<file path="config.mk">
export PLATFORM = sky130hd
export DESIGN_NAME = hyperbus_trans_arbiter
export DESIGN_NICKNAME = d
export VERILOG_FILES = /design/src/rtl/hyperbus_trans_arbiter.sv
export SDC_FILE = /design/constraint.sdc
export NUM_CORES = 1
export LEC_CHECK = 0
export ABC_AREA = 1
export CORE_ASPECT_RATIO = 0.6
export CORE_MARGIN = 2
export CORE_UTILIZATION = 40
export DETAILED_ROUTE_END_ITERATION = 12
export PLACE_DENSITY = 0.95
export SLEW_MARGIN = 20
export SYNTH_ARGS = -nofsm -noshare
export SYNTH_HDL_FRONTEND = slang
export SYNTH_SLANG_ARGS = --single-unit
</file>
<file path="constraint.sdc">
create_clock -name clk_i -period 4.3 [get_ports clk_i]
set_input_delay 0.86 -clock clk_i [delete_from_list [all_inputs] [get_ports clk_i]]
set_output_delay 0.86 -clock clk_i [all_outputs]
set_load 0.05 [all_outputs]
</file>
<file path="src/rtl/hyperbus_trans_arbiter.sv">
// Round-robin sharing of one HyperBus PHY transaction/TX/RX channel set among NR_REQ requesters.
// Latency: grant and descriptor registered one cycle after a request is seen in IDLE; data beats pass combinationally.
// Backpressure: trans/tx/rx ready-valid pass straight through to the granted requester; others see ready/valid low.
module hyperbus_trans_arbiter #(
    parameter int NR_REQ      = 2,
    parameter int NR_CS       = 2,
    parameter int BURST_WIDTH = 12
) (
    input  logic                          clk_i,
    input  logic                          rst_ni,

    input  logic [NR_REQ-1:0]             req_valid_i,
    output logic [NR_REQ-1:0]             req_ready_o,
    output logic [NR_REQ-1:0]             req_error_o,
    input  logic [NR_REQ*32-1:0]          req_address_i,
    input  logic [NR_REQ*NR_CS-1:0]       req_cs_i,
    input  logic [NR_REQ-1:0]             req_write_i,
    input  logic [NR_REQ-1:0]             req_burst_type_i,
    input  logic [NR_REQ-1:0]             req_address_space_i,
    input  logic [NR_REQ*BURST_WIDTH-1:0] req_burst_i,

    input  logic [NR_REQ-1:0]             req_tx_valid_i,
    output logic [NR_REQ-1:0]             req_tx_ready_o,
    input  logic [NR_REQ*16-1:0]          req_tx_data_i,
    input  logic [NR_REQ*2-1:0]           req_tx_strb_i,

    output logic [NR_REQ-1:0]             req_rx_valid_o,
    input  logic [NR_REQ-1:0]             req_rx_ready_i,
    output logic [15:0]                   req_rx_data_o,
    output logic                          req_rx_last_o,

    output logic                          trans_valid_o,
    input  logic                          trans_ready_i,
    input  logic                          trans_error_i,
    output logic [31:0]                   trans_address_o,
    output logic [NR_CS-1:0]              trans_cs_o,
    output logic                          trans_write_o,
    output logic [BURST_WIDTH-1:0]        trans_burst_o,
    output logic                          trans_burst_type_o,
    output logic                          trans_address_space_o,

    output logic                          tx_valid_o,
    input  logic                          tx_ready_i,
    output logic [15:0]                   tx_data_o,
    output logic [1:0]                    tx_strb_o,

    input  logic                          rx_valid_i,
    output logic                          rx_ready_o,
    input  logic [15:0]                   rx_data_i,
    input  logic                          rx_last_i
);

    localparam int GW = $clog2(NR_REQ);

    localparam logic [1:0] ST_IDLE   = 2'd0;
    localparam logic [1:0] ST_ISSUE  = 2'd1;
    localparam logic [1:0] ST_DATA   = 2'd2;
    localparam logic [1:0] ST_REJECT = 2'd3;

    typedef struct packed {
        logic [31:0]            address;
        logic [NR_CS-1:0]       cs;
        logic                   write;
        logic [BURST_WIDTH-1:0] burst;
        logic                   burst_type;
        logic                   address_space;
    } desc_t;

    desc_t       req_desc  [NR_REQ];
    logic [15:0] tx_data_a [NR_REQ];
    logic [1:0]  tx_strb_a [NR_REQ];

    for (genvar k = 0; k < NR_REQ; k++) begin : g_unpack
        assign req_desc[k] = '{
            address:       req_address_i[k*32 +: 32],
            cs:            req_cs_i[k*NR_CS +: NR_CS],
            write:         req_write_i[k],
            burst:         req_burst_i[k*BURST_WIDTH +: BURST_WIDTH],
            burst_type:    req_burst_type_i[k],
            address_space: req_address_space_i[k]
        };
        assign tx_data_a[k] = req_tx_data_i[k*16 +: 16];
        assign tx_strb_a[k] = req_tx_strb_i[k*2 +: 2];
    end

    logic [1:0]             state_q;
    logic [GW-1:0]          grant_q;
    logic [GW-1:0]          last_grant_q;
    desc_t                  desc_q;
    logic [BURST_WIDTH-1:0] beat_cnt_q;

    logic [GW-1:0]          sel;
    logic                   sel_vld;
    logic [NR_REQ-1:0]      grant_oh;
    logic                   tx_hs;
    logic                   rx_hs;

    // Search upward from the requester after the last one granted, wrapping at NR_REQ.
    always_comb begin
        int cand;
        cand    = 0;
        sel     = '0;
        sel_vld = 1'b0;
        for (int k = 1; k <= NR_REQ; k++) begin
            cand = int'(last_grant_q) + k;
            if (cand >= NR_REQ) cand = cand - NR_REQ;
            if (!sel_vld && req_valid_i[GW'(cand)]) begin
                sel_vld = 1'b1;
                sel     = GW'(cand);
            end
        end
    end

    assign grant_oh = NR_REQ'(1) << grant_q;
    assign tx_hs    = (state_q == ST_DATA) && desc_q.write && req_tx_valid_i[grant_q] && tx_ready_i;
    assign rx_hs    = (state_q == ST_DATA) && !desc_q.write && rx_valid_i && req_rx_ready_i[grant_q];

    always_ff @(posedge clk_i or negedge rst_ni) begin
        if (!rst_ni) begin
            state_q      <= ST_IDLE;
            grant_q      <= '0;
            last_grant_q <= GW'(NR_REQ - 1);
            desc_q       <= '0;
            beat_cnt_q   <= '0;
        end else begin
            case (state_q)
                ST_IDLE: begin
                    if (sel_vld) begin
                        grant_q <= sel;
                        desc_q  <= req_desc[sel];
                        state_q <= (req_desc[sel].burst == '0) ? ST_REJECT : ST_ISSUE;
                    end
                end
                ST_ISSUE: begin
                    if (trans_ready_i) begin
                        last_grant_q <= grant_q;
                        if (trans_error_i) begin
                            state_q <= ST_IDLE;
                        end else begin
                            beat_cnt_q <= desc_q.burst;
                            state_q    <= ST_DATA;
                        end
                    end
                end
                ST_DATA: begin
                    if (tx_hs) begin
                        beat_cnt_q <= beat_cnt_q - 1'b1;
                        if (beat_cnt_q == BURST_WIDTH'(1)) state_q <= ST_IDLE;
                    end
                    // Read length is owned by the PHY's last flag; the count only checks it.
                    if (rx_hs) begin
                        if (beat_cnt_q != '0) beat_cnt_q <= beat_cnt_q - 1'b1;
                        if (rx_last_i) state_q <= ST_IDLE;
                    end
                end
                default: begin
                    last_grant_q <= grant_q;
                    state_q      <= ST_IDLE;
                end
            endcase
        end
    end

    always_comb begin
        req_ready_o    = '0;
        req_error_o    = '0;
        req_tx_ready_o = '0;
        req_rx_valid_o = '0;
        trans_valid_o  = 1'b0;
        tx_valid_o     = 1'b0;
        rx_ready_o     = 1'b0;
        case (state_q)
            ST_ISSUE: begin
                trans_valid_o = 1'b1;
                if (trans_ready_i) begin
                    req_ready_o = grant_oh;
                    if (trans_error_i) req_error_o = grant_oh;
                end
            end
            ST_DATA: begin
                if (desc_q.write) begin
                    tx_valid_o = req_tx_valid_i[grant_q];
                    if (tx_ready_i) req_tx_ready_o = grant_oh;
                end else begin
                    rx_ready_o = req_rx_ready_i[grant_q];
                    if (rx_valid_i) req_rx_valid_o = grant_oh;
                    if (rx_hs && ((rx_last_i && beat_cnt_q != BURST_WIDTH'(1)) || beat_cnt_q == '0))
                        req_error_o = grant_oh;
                end
            end
            ST_REJECT: begin
                req_ready_o = grant_oh;
                req_error_o = grant_oh;
            end
            default: ;
        endcase
    end

    assign trans_address_o       = desc_q.address;
    assign trans_cs_o            = desc_q.cs;
    assign trans_write_o         = desc_q.write;
    assign trans_burst_o         = desc_q.burst;
    assign trans_burst_type_o    = desc_q.burst_type;
    assign trans_address_space_o = desc_q.address_space;

    assign tx_data_o     = tx_data_a[grant_q];
    assign tx_strb_o     = tx_strb_a[grant_q];
    assign req_rx_data_o = rx_data_i;
    assign req_rx_last_o = rx_last_i;

endmodule

</file>
Word-level counts from Yosys, hierarchy flattened
Cells that the tools add are included.
{"block": "op_classes", "n_bitwise": 3, "addsub": 5, "reduce_logical": 22, "n_eq_ne": 8, "muxes": 58, "magnitude_cmp": 7, "shifts": 1}
{"op": "two-way mux 49 bit", "n": 3}
{"op": "two-way mux 12 bit", "n": 5}
{"op": "two-way mux 16 bit", "n": 3}
{"op": "two-way mux 2 bit", "n": 22}
{"op": "logical NOT 12 bit", "n": 2}
{"op": "one-hot mux 12 bit (2 select lines)", "n": 1}
{"op": "two-way mux 1 bit", "n": 20}
{"op": "== test 12 x 1 -> 1 bit, second input constant", "n": 1}
{"op": "!= test 12 x 1 -> 1 bit, second input constant", "n": 1}
{"op": "one-hot mux 2 bit (3 select lines)", "n": 2}
{"op": "nonzero test 12 bit", "n": 1}
{"op": "subtractor 12 x 1 -> 12 bit, second input constant", "n": 1}
{"op": "logical AND 1 bit", "n": 9}
{"op": ">= comparator 2 bit, second input constant", "n": 3}
{"op": "< comparator 1 x 3 -> 1 bit, second input constant", "n": 2}
{"op": "!= test 2 bit, second input constant", "n": 3}
{"op": "AND reduction 2 bit", "n": 3}
{"op": "== test 2 bit, second input constant", "n": 2}
{"op": "inverter 1 -> 2 bit", "n": 2}
{"op": "one-hot mux 2 bit (2 select lines)", "n": 1}
{"op": "adder 1 x 2 -> 3 bit, second input constant", "n": 1}
{"op": ">= comparator 3 x 2 -> 1 bit, second input constant", "n": 1}
{"op": "AND reduction 3 bit", "n": 1}
{"op": "adder 1 x 1 -> 2 bit, second input constant", "n": 1}
{"op": "other kinds (11)", "n": 13}
{"block": "totals", "output_inout_bits": 95, "regBits": 65, "elab_cells": 114, "input_bits": 163}

Longest topological paths before layout
Gate-level depths: netlist of the first run.
{"block": "depth", "word_depth": 18, "ltp_mapped": 13, "ltp_nobuf": 13}

Worst setup path after synthesis of the first run
OpenSTA, ideal clock, no wires.
{"block": "synth_path", "path_type": "input -> output", "start": "input req_rx_ready_i[1]", "end": "output rx_ready_o", "setup_slack_ps": 1353, "path_buffers": 0, "t_required_ps": 3440, "t_arrival_ps": 2087, "stages": 4, "path_cell_list": "inv_1 nand2_1 o21ai_1 nor3_1"}
{"block": "synth_via", "elab_chain_cells": 4}
{"item": "start, declared", "line": "28", "source": "input logic [NR_REQ-1:0] req_rx_ready_i,"}
{"item": "two-way mux 1 bit (not written as such) (2 in series)", "line": "185", "source": "rx_ready_o = req_rx_ready_i[grant_q];"}
{"item": "two-way mux 1 bit", "line": "181", "source": "if (desc_q.write) begin"}
{"item": "two-way mux 1 bit", "line": "172", "source": "case (state_q)"}
{"item": "end, declared", "line": "48", "source": "output logic rx_ready_o,"}
No other way between the ends. The select of a mux whose other input is x is not followed.

Worst setup path in the final report of the first run
{"block": "layout_path", "start": "input trans_ready_i", "end": "output req_error_o[0]"}
{"block": "layout_via", "elab_chain_cells": 2}
{"item": "start, declared", "line": "33", "source": "input logic trans_ready_i,"}
{"item": "two-way mux 2 bit", "line": "175", "source": "if (trans_ready_i) begin"}
{"item": "one-hot mux 2 bit (3 select lines)", "line": "172"}
{"item": "end, declared", "line": "14", "source": "output logic [NR_REQ-1:0] req_error_o,"}
No other way between the ends.

==> impl_metrics.ini, run 1 <==
[synth]
synth_cell_types = 36
synth_most_common_cell = nand2_1
synth_warnings = 0
synth_edf_count = 0
synthFlopType = dfrtp_1
avgSynthCellArea_um2 = 7.18
synth_top_area_cell = dfrtp_1
synth_seq_area_share_pct = 40.4
synth_cells = 562
netlist_top_cells_area = dfrtp_1 (40%), nand2_1 (16%), nor2_1 (6.9%), o31ai_1 (6.1%), a21oi_1 (5.0%)
yosys_register_bits = 65
syn_nets = 728
synthArstFlopShare_pct = 100
synth_area_um2 = 4030
ys_top_cells_by_count = nand2_1 (167), nor2_1 (74), dfrtp_1 (64), a21oi_1 (40), inv_1 (35)
yosysTopAreaCellShare_pct = 39.7

[critical_path]
worstReg2RegEnd = trans_address_o[11]
critPathMaxFanout = 5
path_cells = clkdlybuf4s50_1 > inv_1 > nand2_1 > nand2_1 > o21ai_0 > and3_1 > clkdlybuf4s50_1
required_ps = 3440
max_stage_delay_ps = 810
timing.rr.start = state_q[0]
end_kind = primary output
crit_type = primary input to primary output
cp.arrival_ps = 3050
crit_slowest_cell = clkdlybuf4s50_1
reg2reg_depth = 6
start_kind = primary input
rrSetupSlack_ps = 1910

[route]
ant_nets = 0
drc = 0
post_drt_wl_per_cell_um = 15.5
drt_pre_antenna_iters = 5
wl_mm = 13.9
viasPerCell = 5.14
drt_iter0_drc = 306
vias = 4594

[sta]
setup_tns_ps = 0
hold_viol_final = 0
worst-slew-pin-transition_ps = 823
fin_worst_skew_ps = 8.02
setup_ws_ps = 387
fin_crit_ps = 3910
relSlewSlack_pct = 45.1
timing.final.crit_share_pct = 91.0
slew_viol_final = 0
setup_violations = 0
rsz0062_at_grt = false
clock.fmax_mhz = 256

[finish]
diodes = 0
areaGrowthSynthToFinish_pct = 61.7
drive_above_1_share_pct = 5.14
fin_nets = 920

[place]
io_buffers = 224
dp_hpwl_mm = 10.4
pre_cts_slack_ps = 440
gp_congestion = 0.907

[global_route]
grt.overflow.total = 0
antenna_found_initial = 0
grt_pass1_vias = 4404
grt_max_degree = 48
grt_pass1_wl_mm = 21.8
grt_usage_pct = 25.6

[min_path]
min_from = trans_address_o[26]
holdPathStages = 2
holdCritPathClass = register to register
min_to = trans_address_o[26]

[die]
die_x_um = 134
start_util_pct = 41.0
coreArea_um2 = 9840
pin_count = 258
die-height_um = 81.8
die_area_um2 = 10900
rows = 28

[clocking]
cts-root-buf = clkbuf_16
clk_latency_ps = 330
numClockSinks = 65
cts-resized-gates = 0
cts_tree = built
clk_path_buf_depth = 2
cts_buffers = 9
htree_num_levels = 3
postCtsHoldBufs = 0
clk_pin_slew_ps = 50
postCtsSetupRepairBufs = 0

[job]
drv_cap = 0

[pwr]
leakagePower_nw = 2.90
pwr_density_cell_nw_per_um2 = 808
peakVddDrop_mv = 0.492
power_mw = 5.27

[outcome]
status = finished clean
## critical path, delay by kind of cell
| family | cells | cell delay [ps] |
|---|---|---|
| buf+inv | 3 | 1310 |
| simple gates | 3 | 490 |
| compound gates | 1 | 390 |
## per-stage QoR
stage / cells / area [um^2] / util (%) / hold slack [ps]
finish: 894 / 6520 / 66.2 / 480
global route: 894 / 6520 / 66.2 / 498
CTS: 894 / 6520 / 66.2 / 482
detailed placement: 878 / 6180 / 62.7 / 470
global placement: 878 / 6180 / 62.7 / 463
floorplan: 562 / 4030 / - / 485
## flip-flops by register name (all words and copies together), names as in the netlist
signal and flops:
beat_cnt_q 12, grant_q 1, last_grant_q 1, state_q 2
trans_address_o 32, trans_address_space_o 1, trans_burst_o 12, trans_burst_type_o 1
trans_cs_o 2, trans_write_o 1
## layer usage
layer / part of all wire [%] / GRT usage (%)
met1: 42 / 31.8
met2: 47 / 43.0
met3: 9.3 / 9.26
met4: 1.1 / 6.60
met5: 0 / 0
## kinds of logic (layout without fill, tap and decap cells)
kind of cell | after synthesis | in the layout | share of synthesized area (%)
multiplexers | 1 | 1 | 0.248
flip-flops | 65 | 65 | 40.4
AO/OA/AOI/OAI | 122 | 122 | 18.2
adder cells (fa/ha/maj) | 3 | 3 | 0.931
AND/OR/NAND/NOR | 284 | 284 | 29.1
buffers and inverters | 87 | 284 | 11.1
## final cells by class
class,count,area [um^2]
Tap cell,135,169
Multi-Input combinational cell,410,1960
Clock inverter,5,103
Sequential cell,65,1630
Fill cell,809,3320
Timing Repair Buffer,230,2280
Clock buffer,11,243
Inverter,38,143
## report_power, final
part	internal, mW	total (mW)	switching (mW)
registers	0.931	1.18	0.253
logic	1.05	3.24	2.20
clock network	0.581	0.847	0.266
## layout by cell type (no fill, tap or decap), types with 2 or more instances in the layout
| master | count |
|---|---|
| clkbuf_16 | 9 |
| a22oi_1 | 2 |
| o31ai_1 | 33 |
| o211ai_1 | 3 |
| o22ai_1 | 2 |
| o21bai_1 | 2 |
| bufinv_16 | 3 |
| buf_2 | 2 |
| a21oi_1 | 40 |
| nand2_1 | 166 |
| a21oi_2 | 2 |
| o21ai_1 | 2 |
| nor2_4 | 3 |
| ha_1 | 3 |
| nor2_1 | 74 |
| nand2_2 | 2 |
| nand3_1 | 24 |
| clkdlybuf4s50_1 | 222 |
| nor3_1 | 5 |
| buf_4 | 6 |
| inv_1 | 34 |
| o21ai_0 | 27 |
| inv_2 | 3 |
| dfrtp_1 | 64 |
| a31oi_1 | 7 |
| nand4_1 | 3 |
## worst max-delay path by stage
| stage | depth (start not counted) | slack, ps | endpoint | startpoint |
|---|---|---|---|---|
| 2_1_floorplan | 4 | 1350 | rx_ready_o | req_rx_ready_i[1] |
| 3_3_place_gp | 7 | 410 | req_error_o[0] | trans_ready_i |
| 3_5_place_dp | 7 | 440 | req_error_o[0] | trans_ready_i |
| 4_1_cts | 7 | 430 | req_error_o[0] | trans_ready_i |
| 5_1_grt | 7 | 260 | req_error_o[0] | trans_ready_i |
| 6_report | 7 | 390 | req_error_o[0] | trans_ready_i |
(Power assumes the default switching activity.)
==> inputs of run 2 (changes only) <==
CORE_UTILIZATION = 34   (was 40)
PLACE_DENSITY = 0.89   (was 0.95)
clock period = 3.3 ns   (was 4.3 ns; I/O delays follow)
==> impl_metrics.ini, run 2 (same netlist as run 1, synthesis figures left out) <==
[global_route]
grt_usage_pct = 21.6
grt_pass1_wl_mm = 21.3
grt_pass1_vias = 4335
grt.overflow.total = 0
antenna_found_initial = 0
grt_max_degree = 39

[place]
io_buffers = 224
gp_congestion = 0.931
dp_hpwl_mm = 10.9

[die]
rows = 30
die_x_um = 145
coreArea_um2 = 11400
start_util_pct = 35.2
die-height_um = 88.4
pin_count = 258
die_area_um2 = 12800

[min_path]
holdCritPathClass = primary input to asynchronous set/reset pin

[critical_path]
critPathMaxFanout = 24
crit_type = register to primary output
end_kind = primary output
rrSetupSlack_ps = 840
path_cells = inv_1 > nand2_1 > nand2_1 > clkdlybuf4s50_1
cp.arrival_ps = 2190
start_kind = register
crit_slowest_cell = clkdlybuf4s50_1
required_ps = 2640
max_stage_delay_ps = 830
cp_common_cell = nand2_1

[sta]
setup_violations = 0
hold_viol_final = 0
slew_viol_final = 0
rsz0062_at_grt = false
setup_tns_ps = 0
timing.final.crit_share_pct = 86.4
fin_worst_skew_ps = 7.59
relSlewSlack_pct = 57.8
clock.fmax_mhz = 351
worst-slew-pin-transition_ps = 632
fin_crit_ps = 2850

[finish]
fin_nets = 926
diodes = 0
areaGrowthSynthToFinish_pct = 62.4
fin_util_pct = 57.2
layout_commonest_cell = clkdlybuf4s50_1
largest_register_ffs = 32
drive_above_1_share_pct = 6.82
layout_common_cells = clkdlybuf4s50_1 (213), nand2_1 (166), nor2_1 (74)

[pwr]
peakVddDrop_mv = 0.467
leakagePower_nw = 2.93
pwr_density_cell_nw_per_um2 = 1030

[clocking]
cts-root-buf = clkbuf_16
postCtsSetupRepairBufs = 0
clk_pin_slew_ps = 60
postCtsHoldBufs = 0
cts-resized-gates = 0
htree_num_levels = 3
numClockSinks = 65
clk_path_buf_depth = 2
clk_latency_ps = 320
cts_buffers = 9
cts_tree = built

[route]
post_drt_wl_per_cell_um = 15.2
drc = 0
vias = 4568
drt_iter0_drc = 199
viasPerCell = 4.95
wl_mm = 14.1
ant_nets = 0
drt_pre_antenna_iters = 5

[outcome]
status = finished clean

[job]
drv_cap = 0
run 2: worst max-delay path, delay by kind of cell, from the launching register on:
| family | cells | cell delay, ps |
|---|---|---|
| buffers and inverters | 2 | 1300 |
| flip-flops | 1 | 370 |
| AND/OR/NAND/NOR | 2 | 210 |
run 2: power by group:
part / internal, mW / switching [mW] / total [mW]
combinational: 1.42 / 2.91 / 4.33
clock: 0.596 / 0.342 / 0.938
sequential: 1.21 / 0.294 / 1.51
total: 3.23 / 3.54 / 6.77
run 2: per-stage QoR:
step / setup WS (ps) / power (mW) / hold WS (ps) / cell area, um^2 / std cells
after CTS: 409 / 6.81 / 102 / 6550 / 923
final: 449 / 6.77 / 112 / 6550 / 923
after global placement: 445 / 5.77 / 450 / 6270 / 909
after floorplan: 633 / 4.43 / 364 / 4030 / 562
after detailed placement: 445 / 5.85 / 450 / 6270 / 909
after global routing: 313 / 7.19 / 102 / 6550 / 923
run 2: metal layers:
metal  global-route usage (%)  vias to the layer above  routed length (um)
met5                        0                        -                   0
met4                     3.80                        0                  74
met3                     7.63                        8                1380
met2                     36.4                      197                6530
met1                     27.3                     2138                6060
li1                         -                     2225                   -
run 2: cell type report:
class	instances	area (um^2)
clock buffers	11	243
well taps	160	200
inverters	38	143
fillers	1082	4900
flip-flops and latches	65	1630
repair buffers	236	2340
clock inverters	3	42.5
multi-input cells	410	1960
run 2: worst paths after layout:
path                                      from                   to  cells past startpoint
max reg2reg                       last_grant_q           state_q[1]                      8
min                                     rst_ni    trans_burst_o[11]                      1
max in group asynchronous               rst_ni  trans_address_o[28]                      2
max                                    grant_q        tx_data_o[12]                      4
min in group clk_i         trans_address_o[29]  trans_address_o[29]                      2
min reg2reg                trans_address_o[29]  trans_address_o[29]                      2
==> inputs of run 3 (changes only) <==
==> constraint.sdc (replaced) <==
create_clock -name clk_i -period 3.3 [get_ports clk_i]
set_input_delay 0.495 -clock clk_i [delete_from_list [all_inputs] [get_ports clk_i]]
set_output_delay 0.495 -clock clk_i [all_outputs]
set_load 0.05 [all_outputs]
==> impl_metrics.ini, run 3 (same netlist as run 1, synthesis figures left out) <==
[die]
die_x_um = 145
die-height_um = 88.4
die_area_um2 = 12800
rows = 30
coreArea_um2 = 11400
start_util_pct = 35.2
pin_count = 258

[clocking]
postCtsSetupRepairBufs = 0
cts_tree = built
clk_path_buf_depth = 2
cts-resized-gates = 0
cts_buffers = 9
clk_latency_ps = 330
clk_pin_slew_ps = 60
htree_num_levels = 3
postCtsHoldBufs = 0
numClockSinks = 65
cts-root-buf = clkbuf_16

[finish]
fin_nets = 923
largest_register_ffs = 32
drive_above_1_share_pct = 6.04
layout_commonest_cell = clkdlybuf4s50_1
layout_common_cells = clkdlybuf4s50_1 (219), nand2_1 (166), nor2_1 (74)
areaGrowthSynthToFinish_pct = 62.1
diodes = 0
fillCellCount = 1065

[route]
wl_mm = 14.0
drt_pre_antenna_iters = 6
drc = 0
vias = 4535
viasPerCell = 4.92
post_drt_wl_per_cell_um = 15.1
ant_nets = 0
drt_iter0_drc = 199

[place]
gp_congestion = 0.921
dp_hpwl_mm = 10.7
io_buffers = 224

[critical_path]
reg2reg_depth = 9
worstReg2RegEnd = state_q[1]
cp.depth = 4
end_kind = primary output
cp.arrival_ps = 2510
critPathMaxFanout = 14
crit_type = register to primary output
crit_slowest_cell = clkdlybuf4s50_1
required_ps = 2800
crit_buf_inv = 2
path_cells = nor2_4 > inv_1 > nor3_1 > clkdlybuf4s50_1
timing.rr.start = last_grant_q
rrSetupSlack_ps = 1140
cp_top_family = buffers and inverters
max_stage_delay_ps = 830
start_kind = register

[global_route]
antenna_found_initial = 0
grt_max_degree = 48
grt_pass1_wl_mm = 21.7
grt_usage_pct = 21.9
grt_pass1_vias = 4350
grt.overflow.total = 0

[sta]
setup_violations = 0
rsz0062_at_grt = false
fin_worst_skew_ps = 7.95
slew_viol_final = 0
setup_tns_ps = 0
clock.fmax_mhz = 333
timing.final.crit_share_pct = 91.0
relSlewSlack_pct = 56.3
worst-slew-pin-transition_ps = 656
hold_viol_final = 0
fin_crit_ps = 3000

[job]
drv_cap = 0

[min_path]
holdCritPathClass = primary input to asynchronous set/reset pin

[pwr]
pwr_density_cell_nw_per_um2 = 1040
leakagePower_nw = 2.91
power_mw = 6.78
peakVddDrop_mv = 0.581

[outcome]
status = finished clean
## run 3: where the power goes
| part | internal [mW] | switching, mW |
|---|---|---|
| sequential | 1.21 | 0.295 |
| clock | 0.606 | 0.369 |
| combinational | 1.39 | 2.90 |
| total | 3.21 | 3.57 |
## run 3: area by class of cell
cell class,count,area [um^2],area share (%)
Clock buffer,10,239,3.65
Clock inverter,6,66.3,1.01
Inverter,38,143,2.18
Multi-Input combinational cell,410,1960,30.0
Sequential cell,65,1630,24.9
Tap cell,160,200,3.06
Timing Repair Buffer,233,2300,35.2
## run 3: metal layers
| metal | vias to the layer above | track usage, % | part of all wire (%) |
|---|---|---|---|
| li1 | 2220 | - | - |
| met1 | 2116 | 28.4 | 44 |
| met4 | 0 | 4.41 | 1.1 |
| met5 | - | 0 | 0 |
| met3 | 15 | 8.12 | 9.5 |
| met2 | 184 | 35.8 | 46 |
## run 3: how the worst max path moves through the flow
stage	to	start
floorplan	rx_ready_o	state_q[0]
global placement	req_ready_o[0]	trans_ready_i
detailed placement	req_ready_o[1]	trans_ready_i
CTS	tx_valid_o	state_q[0]
global route	tx_valid_o	state_q[0]
finish	tx_valid_o	state_q[0]
## run 3: metrics by stage
stage	worst slack, ps	cells	utilization [%]	instance area (um^2)	hold slack [ps]
after global placement	586	906	54.5	6230	464
after global routing	168	922	57.1	6540	238
after detailed placement	529	906	54.5	6230	468
after floorplan	798	562	-	4030	199
after CTS	299	922	57.1	6540	209
final	297	922	57.1	6540	194
